===== src/rtl/hazard_sequencer_if.sv =====
// hazard_sequencer_if
// Groups the hazard inputs that the 5-stage pipeline reports and the
// register enable/flush controls that the sequencer drives back.
//   master : pipeline side (drives hazard info, receives controls)
//   slave  : sequencer side (receives hazard info, drives controls)
// Signals:
//   id_rs, id_rt, id_uses_rt     ID-stage source registers
//   ex_regdst, ex_mem_read       EX-stage load destination
//   mem_branch_taken             branch resolved taken in MEM
//   mem_req, mem_ready           data-memory handshake in MEM
//   pc_write .. exmem_flush      pipeline register enables / bubbles
//   mem_err                      sticky memory timeout flag
interface hazard_sequencer_if;
  logic [4:0] id_rs;
  logic [4:0] id_rt;
  logic       id_uses_rt;
  logic [4:0] ex_regdst;
  logic       ex_mem_read;
  logic       mem_branch_taken;
  logic       mem_req;
  logic       mem_ready;
  logic       pc_write;
  logic       ifid_write;
  logic       ifid_flush;
  logic       idex_write;
  logic       idex_flush;
  logic       exmem_write;
  logic       exmem_flush;
  logic       mem_err;

  modport master (
    output id_rs, id_rt, id_uses_rt, ex_regdst, ex_mem_read,
           mem_branch_taken, mem_req, mem_ready,
    input  pc_write, ifid_write, ifid_flush, idex_write, idex_flush,
           exmem_write, exmem_flush, mem_err
  );

  modport slave (
    input  id_rs, id_rt, id_uses_rt, ex_regdst, ex_mem_read,
           mem_branch_taken, mem_req, mem_ready,
    output pc_write, ifid_write, ifid_flush, idex_write, idex_flush,
           exmem_write, exmem_flush, mem_err
  );
endinterface


===== src/rtl/hazard_sequencer.sv =====
// hazard_sequencer
// Stall/flush controller for the 5-stage MIPS pipeline. Resolves three
// events with fixed priority (memory wait > taken branch > load-use) and
// drives the write-enables and flushes of the PC, IF/ID, ID/EX and EX/MEM
// registers. Outputs are combinational from registered state plus the
// current hazard inputs.
// Ports:
//   clk           rising-edge clock
//   rst_n         synchronous active-low reset
//   hz            hazard_sequencer_if.slave (hazard inputs, controls out)
//   stall_cycles  (HAZARD_PERF_EN only) saturating count of pc_write=0 cycles
//   flush_count   (HAZARD_PERF_EN only) saturating count of branch flushes
// Parameters:
//   LOAD_LAT      stall cycles per load-use hazard (1..15)
//   MEM_TIMEOUT   MEM_WAIT cycles before forced release + mem_err (1..65535)
// Optional feature macro: HAZARD_PERF_EN
module hazard_sequencer #(
  parameter int LOAD_LAT    = 1,
  parameter int MEM_TIMEOUT = 255
) (
  input  logic                clk,
  input  logic                rst_n,
  hazard_sequencer_if.slave   hz
`ifdef HAZARD_PERF_EN
  ,
  output logic [31:0]         stall_cycles,
  output logic [15:0]         flush_count
`endif
);

  typedef enum logic [1:0] {RUN, LOAD_STALL, MEM_WAIT} state_t;
  typedef enum logic [1:0] {ACT_DEFAULT, ACT_FREEZE, ACT_FLUSH, ACT_STALL} act_t;

  state_t      state;
  state_t      state_next;
  act_t        act;
  logic [3:0]  lcnt;
  logic [3:0]  lcnt_next;
  logic [15:0] wcnt;
  logic [15:0] wcnt_next;
  logic [16:0] wcnt_inc;
  logic        mem_err_q;
  logic        mem_err_next;
  logic        load_use;
  logic        mem_wait;

  assign load_use = hz.ex_mem_read && (hz.ex_regdst != 5'd0) &&
                    ((hz.ex_regdst == hz.id_rs) ||
                     (hz.id_uses_rt && (hz.ex_regdst == hz.id_rt)));
  // mem_ready only matters while a request is outstanding.
  assign mem_wait = hz.mem_req && !hz.mem_ready;
  assign wcnt_inc = {1'b0, wcnt} + 17'd1;

  // State register
  always_ff @(posedge clk) begin
    if (!rst_n) begin
      state     <= RUN;
      lcnt      <= 4'd0;
      wcnt      <= 16'd0;
      mem_err_q <= 1'b0;
    end else begin
      state     <= state_next;
      lcnt      <= lcnt_next;
      wcnt      <= wcnt_next;
      mem_err_q <= mem_err_next;
    end
  end

  // Next-state and action selection
  always_comb begin
    state_next   = state;
    lcnt_next    = lcnt;
    wcnt_next    = wcnt;
    mem_err_next = mem_err_q;
    act          = ACT_DEFAULT;
    if (rst_n) begin
      case (state)
        RUN: begin
          if (mem_wait) begin
            act        = ACT_FREEZE;
            state_next = MEM_WAIT;
            wcnt_next  = 16'd1;
          end else if (hz.mem_branch_taken) begin
            act = ACT_FLUSH;
          end else if (load_use) begin
            act = ACT_STALL;
            if (LOAD_LAT > 1) begin
              state_next = LOAD_STALL;
              lcnt_next  = 4'(LOAD_LAT - 1);
            end
          end
        end
        LOAD_STALL: begin
          if (mem_wait) begin
            // Remaining stall cycles are dropped; the frozen pipeline
            // re-presents any hazard once the wait clears.
            act        = ACT_FREEZE;
            state_next = MEM_WAIT;
            wcnt_next  = 16'd1;
            lcnt_next  = 4'd0;
          end else if (hz.mem_branch_taken) begin
            act        = ACT_FLUSH;
            state_next = RUN;
            lcnt_next  = 4'd0;
          end else begin
            act = ACT_STALL;
            if (lcnt <= 4'd1) begin
              state_next = RUN;
              lcnt_next  = 4'd0;
            end else begin
              lcnt_next = lcnt - 4'd1;
            end
          end
        end
        MEM_WAIT: begin
          if (mem_wait) begin
            // The RUN cycle that entered the wait already counted as one,
            // so expiry is detected on the cycle the count would reach
            // MEM_TIMEOUT; that cycle is released instead of frozen.
            if (wcnt_inc >= 17'(MEM_TIMEOUT)) begin
              mem_err_next = 1'b1;
              state_next   = RUN;
              wcnt_next    = 16'd0;
            end else begin
              act       = ACT_FREEZE;
              wcnt_next = wcnt_inc[15:0];
            end
          end else begin
            state_next = RUN;
            wcnt_next  = 16'd0;
          end
        end
        default: begin
          state_next = RUN;
          lcnt_next  = 4'd0;
          wcnt_next  = 16'd0;
        end
      endcase
    end
  end

  // Action decode to register controls
  always_comb begin
    hz.pc_write    = 1'b1;
    hz.ifid_write  = 1'b1;
    hz.ifid_flush  = 1'b0;
    hz.idex_write  = 1'b1;
    hz.idex_flush  = 1'b0;
    hz.exmem_write = 1'b1;
    hz.exmem_flush = 1'b0;
    case (act)
      ACT_FREEZE: begin
        hz.pc_write    = 1'b0;
        hz.ifid_write  = 1'b0;
        hz.idex_write  = 1'b0;
        hz.exmem_write = 1'b0;
      end
      ACT_FLUSH: begin
        hz.ifid_flush  = 1'b1;
        hz.idex_flush  = 1'b1;
        hz.exmem_flush = 1'b1;
      end
      ACT_STALL: begin
        hz.pc_write   = 1'b0;
        hz.ifid_write = 1'b0;
        hz.idex_flush = 1'b1;
      end
      default: ;
    endcase
  end

  assign hz.mem_err = mem_err_q;

`ifdef HAZARD_PERF_EN
  // Performance counters
  always_ff @(posedge clk) begin
    if (!rst_n) begin
      stall_cycles <= 32'd0;
      flush_count  <= 16'd0;
    end else begin
      if ((act == ACT_FREEZE || act == ACT_STALL) && (stall_cycles != '1))
        stall_cycles <= stall_cycles + 32'd1;
      if ((act == ACT_FLUSH) && (flush_count != '1))
        flush_count <= flush_count + 16'd1;
    end
  end
`endif

endmodule


===== src/flat_wrapper.sv =====
// flat-port wrapper written by rule: the top's interface ports become plain ports
module hazard_sequencer_flat 
#(
  parameter int LOAD_LAT    = 1,
  parameter int MEM_TIMEOUT = 255
)
  (clk, rst_n, hz_id_rs, hz_id_rt, hz_id_uses_rt, hz_ex_regdst, hz_ex_mem_read, hz_mem_branch_taken, hz_mem_req, hz_mem_ready, hz_pc_write, hz_ifid_write, hz_ifid_flush, hz_idex_write, hz_idex_flush, hz_exmem_write, hz_exmem_flush, hz_mem_err);
  hazard_sequencer_if hz_i ();
  input  logic clk;
  input  logic rst_n;
  input wire logic [$bits(hz_i.id_rs)-1:0] hz_id_rs;
  input wire logic [$bits(hz_i.id_rt)-1:0] hz_id_rt;
  input wire logic [$bits(hz_i.id_uses_rt)-1:0] hz_id_uses_rt;
  input wire logic [$bits(hz_i.ex_regdst)-1:0] hz_ex_regdst;
  input wire logic [$bits(hz_i.ex_mem_read)-1:0] hz_ex_mem_read;
  input wire logic [$bits(hz_i.mem_branch_taken)-1:0] hz_mem_branch_taken;
  input wire logic [$bits(hz_i.mem_req)-1:0] hz_mem_req;
  input wire logic [$bits(hz_i.mem_ready)-1:0] hz_mem_ready;
  output wire logic [$bits(hz_i.pc_write)-1:0] hz_pc_write;
  output wire logic [$bits(hz_i.ifid_write)-1:0] hz_ifid_write;
  output wire logic [$bits(hz_i.ifid_flush)-1:0] hz_ifid_flush;
  output wire logic [$bits(hz_i.idex_write)-1:0] hz_idex_write;
  output wire logic [$bits(hz_i.idex_flush)-1:0] hz_idex_flush;
  output wire logic [$bits(hz_i.exmem_write)-1:0] hz_exmem_write;
  output wire logic [$bits(hz_i.exmem_flush)-1:0] hz_exmem_flush;
  output wire logic [$bits(hz_i.mem_err)-1:0] hz_mem_err;
  assign hz_i.id_rs = hz_id_rs;
  assign hz_i.id_rt = hz_id_rt;
  assign hz_i.id_uses_rt = hz_id_uses_rt;
  assign hz_i.ex_regdst = hz_ex_regdst;
  assign hz_i.ex_mem_read = hz_ex_mem_read;
  assign hz_i.mem_branch_taken = hz_mem_branch_taken;
  assign hz_i.mem_req = hz_mem_req;
  assign hz_i.mem_ready = hz_mem_ready;
  assign hz_pc_write = hz_i.pc_write;
  assign hz_ifid_write = hz_i.ifid_write;
  assign hz_ifid_flush = hz_i.ifid_flush;
  assign hz_idex_write = hz_i.idex_write;
  assign hz_idex_flush = hz_i.idex_flush;
  assign hz_exmem_write = hz_i.exmem_write;
  assign hz_exmem_flush = hz_i.exmem_flush;
  assign hz_mem_err = hz_i.mem_err;
  hazard_sequencer #(.LOAD_LAT(LOAD_LAT), .MEM_TIMEOUT(MEM_TIMEOUT)) u_core (.clk(clk), .rst_n(rst_n), .hz(hz_i));
endmodule

===== config.mk =====
export PLATFORM = sky130hd
export DESIGN_NAME = hazard_sequencer_flat
export DESIGN_NICKNAME = d
export VERILOG_FILES = /design/src/rtl/hazard_sequencer_if.sv /design/src/rtl/hazard_sequencer.sv /design/src/flat_wrapper.sv
export SDC_FILE = /design/constraint.sdc
export NUM_CORES = 1
export LEC_CHECK = 0
export CAP_MARGIN = 0
export CORE_ASPECT_RATIO = 0.9
export CORE_MARGIN = 2
export CORE_UTILIZATION = 50
export CTS_BUF_LIST = sky130_fd_sc_hd__clkbuf_4 sky130_fd_sc_hd__clkbuf_8
export CTS_CLUSTER_SIZE = 14
export DETAILED_ROUTE_END_ITERATION = 10
export PLACE_DENSITY = 0.81
export SYNTH_ARGS = -nofsm -noshare
export SYNTH_HDL_FRONTEND = slang
export SYNTH_SLANG_ARGS = --single-unit

===== constraint.sdc =====
create_clock -name clk -period 3.5 [get_ports clk]
set_input_delay 0.35 -clock clk [delete_from_list [all_inputs] [get_ports clk]]
set_output_delay 0.35 -clock clk [all_outputs]
set_load 0.01 [all_outputs]

### After elaboration in Yosys (flattened, before gate mapping)

Index checks and enable logic that the tools add are counted.
Widths: inputs -> output; s select.

* flip-flop bits (word level): 23
* input port bits: 22
* word-level logic and storage cells: 61

* $add $sub $neg: 2
* magnitude comparators: 2
* eq/ne operators: 11
* mux-type cells: 28
* reductions and logical operators: 14

Operators with widths (number)
* $mux 16: 3
* $pmux 16 s2: 1
* $mux 2: 12
* $add 16x1->17 const B: 1
* $ge 17x8->1 const B: 1
* $mux 4: 3
* $pmux 2 s3: 2
* $eq 5x5->1: 2
* $pmux 4 s2: 1
* $reduce_or 2->1: 4
* $eq 2x2->1 const B: 3
* $mux 1: 6
* $reduce_and 3->1: 2
* $reduce_bool 5->1: 1
* $eq 2x1->1 const B: 2
* $le 4x1->1 const B: 1
* $logic_and 1x1->1: 4
* $ne 2x1->1 const B: 2
* $ne 4x2->1 const B: 1
* $sub 4x1->4 const B: 1
* $ne 3x3->1 const B: 1
* $logic_not 2->1: 1
* $logic_not 1->1: 1
* $logic_or 1x1->1: 1

### Depth between registers and ports, before layout

* depth in word-level cells: 12
* mapped depth: 9
* mapped depth without buffers: 7

### Worst setup path before layout

OpenSTA, ideal clock, no wires.

* path kind: reg-to-output
* from: reg u_core.wcnt[0]
* to: out hz_idex_write
* data arrival time: 2.309 ns
* required time: 3.150 ns
* slack: 0.841 ns
* cell stages (with the launch flop): 10
* buffers on the path: 2
* cell sequence: dfxtp_1 > ha_1 > and3_1 > buf_6 > nand2_4 > or4_4 > a221oi_4 > nand2_2 > a21o_1 > buf_4

* longest elaborated chain between the ends: 8

Ends and longest elaborated chain
* start: declaration: line hazard_sequencer.sv:39 `logic [15:0] wcnt;`
* start signal: assignment: line hazard_sequencer.sv:64 `wcnt <= wcnt_next;`
* $add 16x1->17: line hazard_sequencer.sv:52 `assign wcnt_inc = {1'b0, wcnt} + 17'd1;`
* $ge 17x8->1: line hazard_sequencer.sv:120 `if (wcnt_inc >= 17'(MEM_TIMEOUT)) begin`
* $mux 1: line hazard_sequencer.sv:120
* $mux 2: line hazard_sequencer.sv:116 `if (mem_wait) begin`
* $pmux 2 s3: line hazard_sequencer.sv:77 `case (state)`
* $mux 2: line hazard_sequencer.sv:76 `if (rst_n) begin`
* $eq 2x1->1
* $mux 1
* end: declaration: line flat_wrapper.sv:22 `output wire logic [$bits(hz_i.idex_write)-1:0] hz_idex_write;`

Every way passes these cells.

### Worst setup path after layout

* from: reg u_core.wcnt[1]
* to: out hz_idex_write

* longest elaborated chain between the ends: 8

Ends and longest elaborated chain
* $add 16x1->17: line hazard_sequencer.sv:52
* $ge 17x8->1: line hazard_sequencer.sv:120
* $mux 1: line hazard_sequencer.sv:120
* $mux 2: line hazard_sequencer.sv:116
* $pmux 2 s3: line hazard_sequencer.sv:77
* $mux 2: line hazard_sequencer.sv:76
* $eq 2x1->1: line hazard_sequencer.sv:151 `case (act)`
* $mux 1: line hazard_sequencer.sv:151

Every way passes these cells.

==> summary.md <==
| Metric | Value |
|---|---|
| Status | finished, final reports clean |
| Max Fclk | 298 MHz |
| CP delay by family, top | simple AND/OR/NAND/NOR gates |
| Headroom to the max-slew limit | 71.3% |
| Post-CTS Setup Inserts | 0 |
| WL final | ~3200 microns |
| Initial antenna violation count | 0 |
| Area Growth Syn to Fin | 26.9% |
| Tmin final | around 3.4 ns |
| I/O pins | 30 |
| Leakage power | roughly 0.59 nW |
| CP Max Fanout | 8 |
| WS Path Type | reg2out |
| RSZ-0062 raised after global routing | no |
| Port Buffers | 29 |
| DRC Markers | 0 |
| Critical path endpoint category | output pin |
| Vias in the first global route | approximately 1100 |
| Dpl hpwl | 2450 microns |
| Met2 WL | 1570 microns |
| Slew @ Worst Pin | between 0.4 and 0.5 ns |
| Max-slew violations | 0 |
| Worst Skew | just over 0.003 ns |
| Final period util | 96.0% |
| DIE HEIGHT | 50.6 microns |
| Detailed Route Iter0 Violations | between 60 and 70 |
| Post-route antenna net violation count | 0 |
| R2R Path Start | u_core.wcnt[1] |
| Sequential cell area fraction in the yosys report | 29.8% |
| Share of layout cells above drive strength 1 | 8.19% |
| Area after DPL | approximately 1500 sq um |
| Ys async rst share | 0% |
| Hold Crit Endpoint | u_core.hz.mem_err |
| Final nets | 196 |
| WL met1 | 1420 microns |
| Gpl congestion | 0.944 |
| Slowest CP cell | or4_4 |
| Met3 wire len | 167 microns |
| Crit start category | flop |
| Total of max-cap violations | 0 |
| CTS Buf Count | 3 |
| Primary FF master, synth | dfxtp_1 |
| WP data required | 3.15 ns |
| Num rows | 16 |
| Worst-path cell chain | ha_1 -> and3_2 -> nand2_4 -> or4_4 -> a221oi_4 -> nand2_2 -> a21o_1 -> clkdlybuf4s50_1 |
| Final setup fails | 0 |
| Clock Latency Late Sink | 0.30 ns |
| Starting Density | a little over half |
| Sink Count | 18 |
| Root buf cell | clkbuf_4 |
| Worst Reg2Reg Path Length in Cells | 8 |
| Clock-pin slew on the worst setup and hold paths | ~0.11 ns |
| Fin Setup TNS | 0 ns |
| Library cells used by synthesis | 47 |
| Worst min-delay path class | reg2reg |
| Peak supply drop | approximately 0.30 mV |
| Post-Syn Instances | 143 |
| Final instance area | 1530 sq um |
| WP depth | 8 |
| Arrival @ worst endpoint | 3.01 ns |
| DR top layer | met4 |
| CTS tree | yes |
| Mapped cell area | around 1200 sq um |
| R2r endpoint | u_core.wcnt[3] |
| Fin util | just under 70% |
| DR WL/cell | roughly 16 microns |
| Maximum clock path buffer count | 2 |
| Vias/cell | approximately 6.2 |
| Die X | roughly 56 microns |
| Vias | 1230 |
| Global route overflow | 0 |
| H-tree Lvls | 1 |
| Worst Hold Depth | 1 |
| R2r setup slk | 0.97 ns |
| EDFF count, synth | 0 |
| All-Layer GR Usage | 22.5% |
| Fin. Hold Viols | 0 |
| #FFs+latches synth | 18 |
| Ys Warns | 0 |
| Global-route wire length before repair | 5060 microns |
| Max incr delay on CP | 0.52 ns |
| CORE AREA | about 2200 sq um |
| DRT Pass-1 Iters | 4 |
| Pin count of the biggest net entering global routing | 14 |
| Crit path buffers/inverters | 1 |
| Synth Area per Inst | 8.45 sq um |
| Die Footprint | 2830 sq um |
| Syn nets | around 170 |
| Worst Hold Launch | u_core.hz.mem_err |
| # diodes | 0 |
| Power density over the cells | 268 nW/um^2 |
==> power by group <==
group | switching [mW] | internal (mW)
logic | 0.0283 | 0.0411
clock network | 0.0693 | 0.0635
registers | 0.00252 | 0.206
==> layout by cell type, fill, tap and decap left out, types with 2 or more instances in the layout <==
cell | Yosys | layout
nand4_1 | 4 | 4
and3_1 | 11 | 10
nand3_1 | 6 | 6
nand2b_1 | 2 | 2
clkbuf_4 | 0 | 3
buf_4 | 3 | 3
ha_1 | 2 | 2
a41oi_1 | 8 | 8
dfxtp_1 | 18 | 17
a21oi_1 | 7 | 7
inv_1 | 5 | 5
o221ai_1 | 2 | 2
and2_1 | 2 | 2
o21ai_0 | 3 | 3
nor3_1 | 2 | 2
xnor2_1 | 4 | 4
nor4_1 | 2 | 2
a31oi_1 | 5 | 5
nor2_1 | 11 | 11
nor2b_1 | 2 | 2
xor2_1 | 7 | 7
clkdlybuf4s50_1 | 0 | 29
nand2_1 | 8 | 8
==> state kept, by name, indices dropped and copies added (netlist names) <==
name	flops
u_core.hz.mem_err	1
u_core.wcnt	16
u_core.state	1
==> cell type report <==
cell class              instances  area (sq um)
multi-input cells             112           771
fillers                       189           708
flip-flops and latches         18           362
repair buffers                 32           313
clock buffers                   4          36.3
well taps                      27          33.8
inverters                       5          18.8
==> cells by family (layout without fill, tap and decap cells) <==
logic type	after synthesis	count (layout)	synth area share [%]
flops	18	18	29.8
fa+ha+maj	2	2	2.07
xor+xnor	11	11	7.97
compound gates	39	39	25.5
mux	1	1	0.828
simple gates	59	59	27.3
buf+inv	13	41	6.52
==> worst max-delay path by stage <==
stage	slack [ns]	start	endpoint
final	0.14	u_core.wcnt[1]	hz_idex_write
after global routing	0.04	u_core.wcnt[1]	hz_idex_write
after CTS	0.09	u_core.wcnt[0]	hz_idex_write
after detailed placement	0.45	u_core.wcnt[1]	hz_idex_write
after global placement	0.51	u_core.wcnt[0]	hz_exmem_write
after floorplan	0.84	u_core.wcnt[0]	hz_idex_write
==> synthesized netlist by cell type (all sizes together), types with 2 or more instances <==
library cell  count  area [sq um]
buf               8          60.1
a41oi             8          70.1
nand2            10          47.6
and2              3          20.0
ha                2          25.0
xor2              7          61.3
a21oi             7          35.0
and3             11          68.8
xnor2             4          35.0
nor2b             2          12.5
nand3             6          30.0
nand4             4          25.0
or4               2          18.8
inv               5          18.8
o221ai            2          17.5
dfxtp            18           360
o21ai             3          15.0
nand2b            2          12.5
nor2             11          41.3
a31oi             5          31.3
nor3              2          10.0
nor4              2          12.5
==> worst register-to-register path, stage by stage (launching register included) <==
cell	delay [ns]
dfxtp_1	0.48
ha_1	0.27
and3_2	0.28
nand2_4	0.07
or4_4	0.52
a221oi_4	0.29
buf_4	0.24
nand4b_1	0.12
a31oi_1	0.20
==> metal layers <==
layer / GRT usage [%] / vias to the layer above
li1: - / 598
met5: 0 / -
met3: 5.93 / 4
met4: 5.16 / 0
met2: 39.3 / 44
met1: 27.8 / 584
==> what timing repair did <==
action	in CTS	in global routing
setup endpoints to repair	0	4
hold buffers	0	0
resized for setup	0	2
hold endpoints to repair	0	0
==> metrics by stage <==
step                setup WS (ns)  instances  power, mW  hold slack (ns)
finish                      0.140        198      0.411            0.503
global route               0.0420        198      0.427            0.514
CTS                        0.0930        198      0.410            0.503
detailed placement          0.452        194      0.282            0.467
global placement            0.509        194      0.280            0.466
floorplan                   0.841        143      0.241            0.447
(Power assumes the default switching activity.)
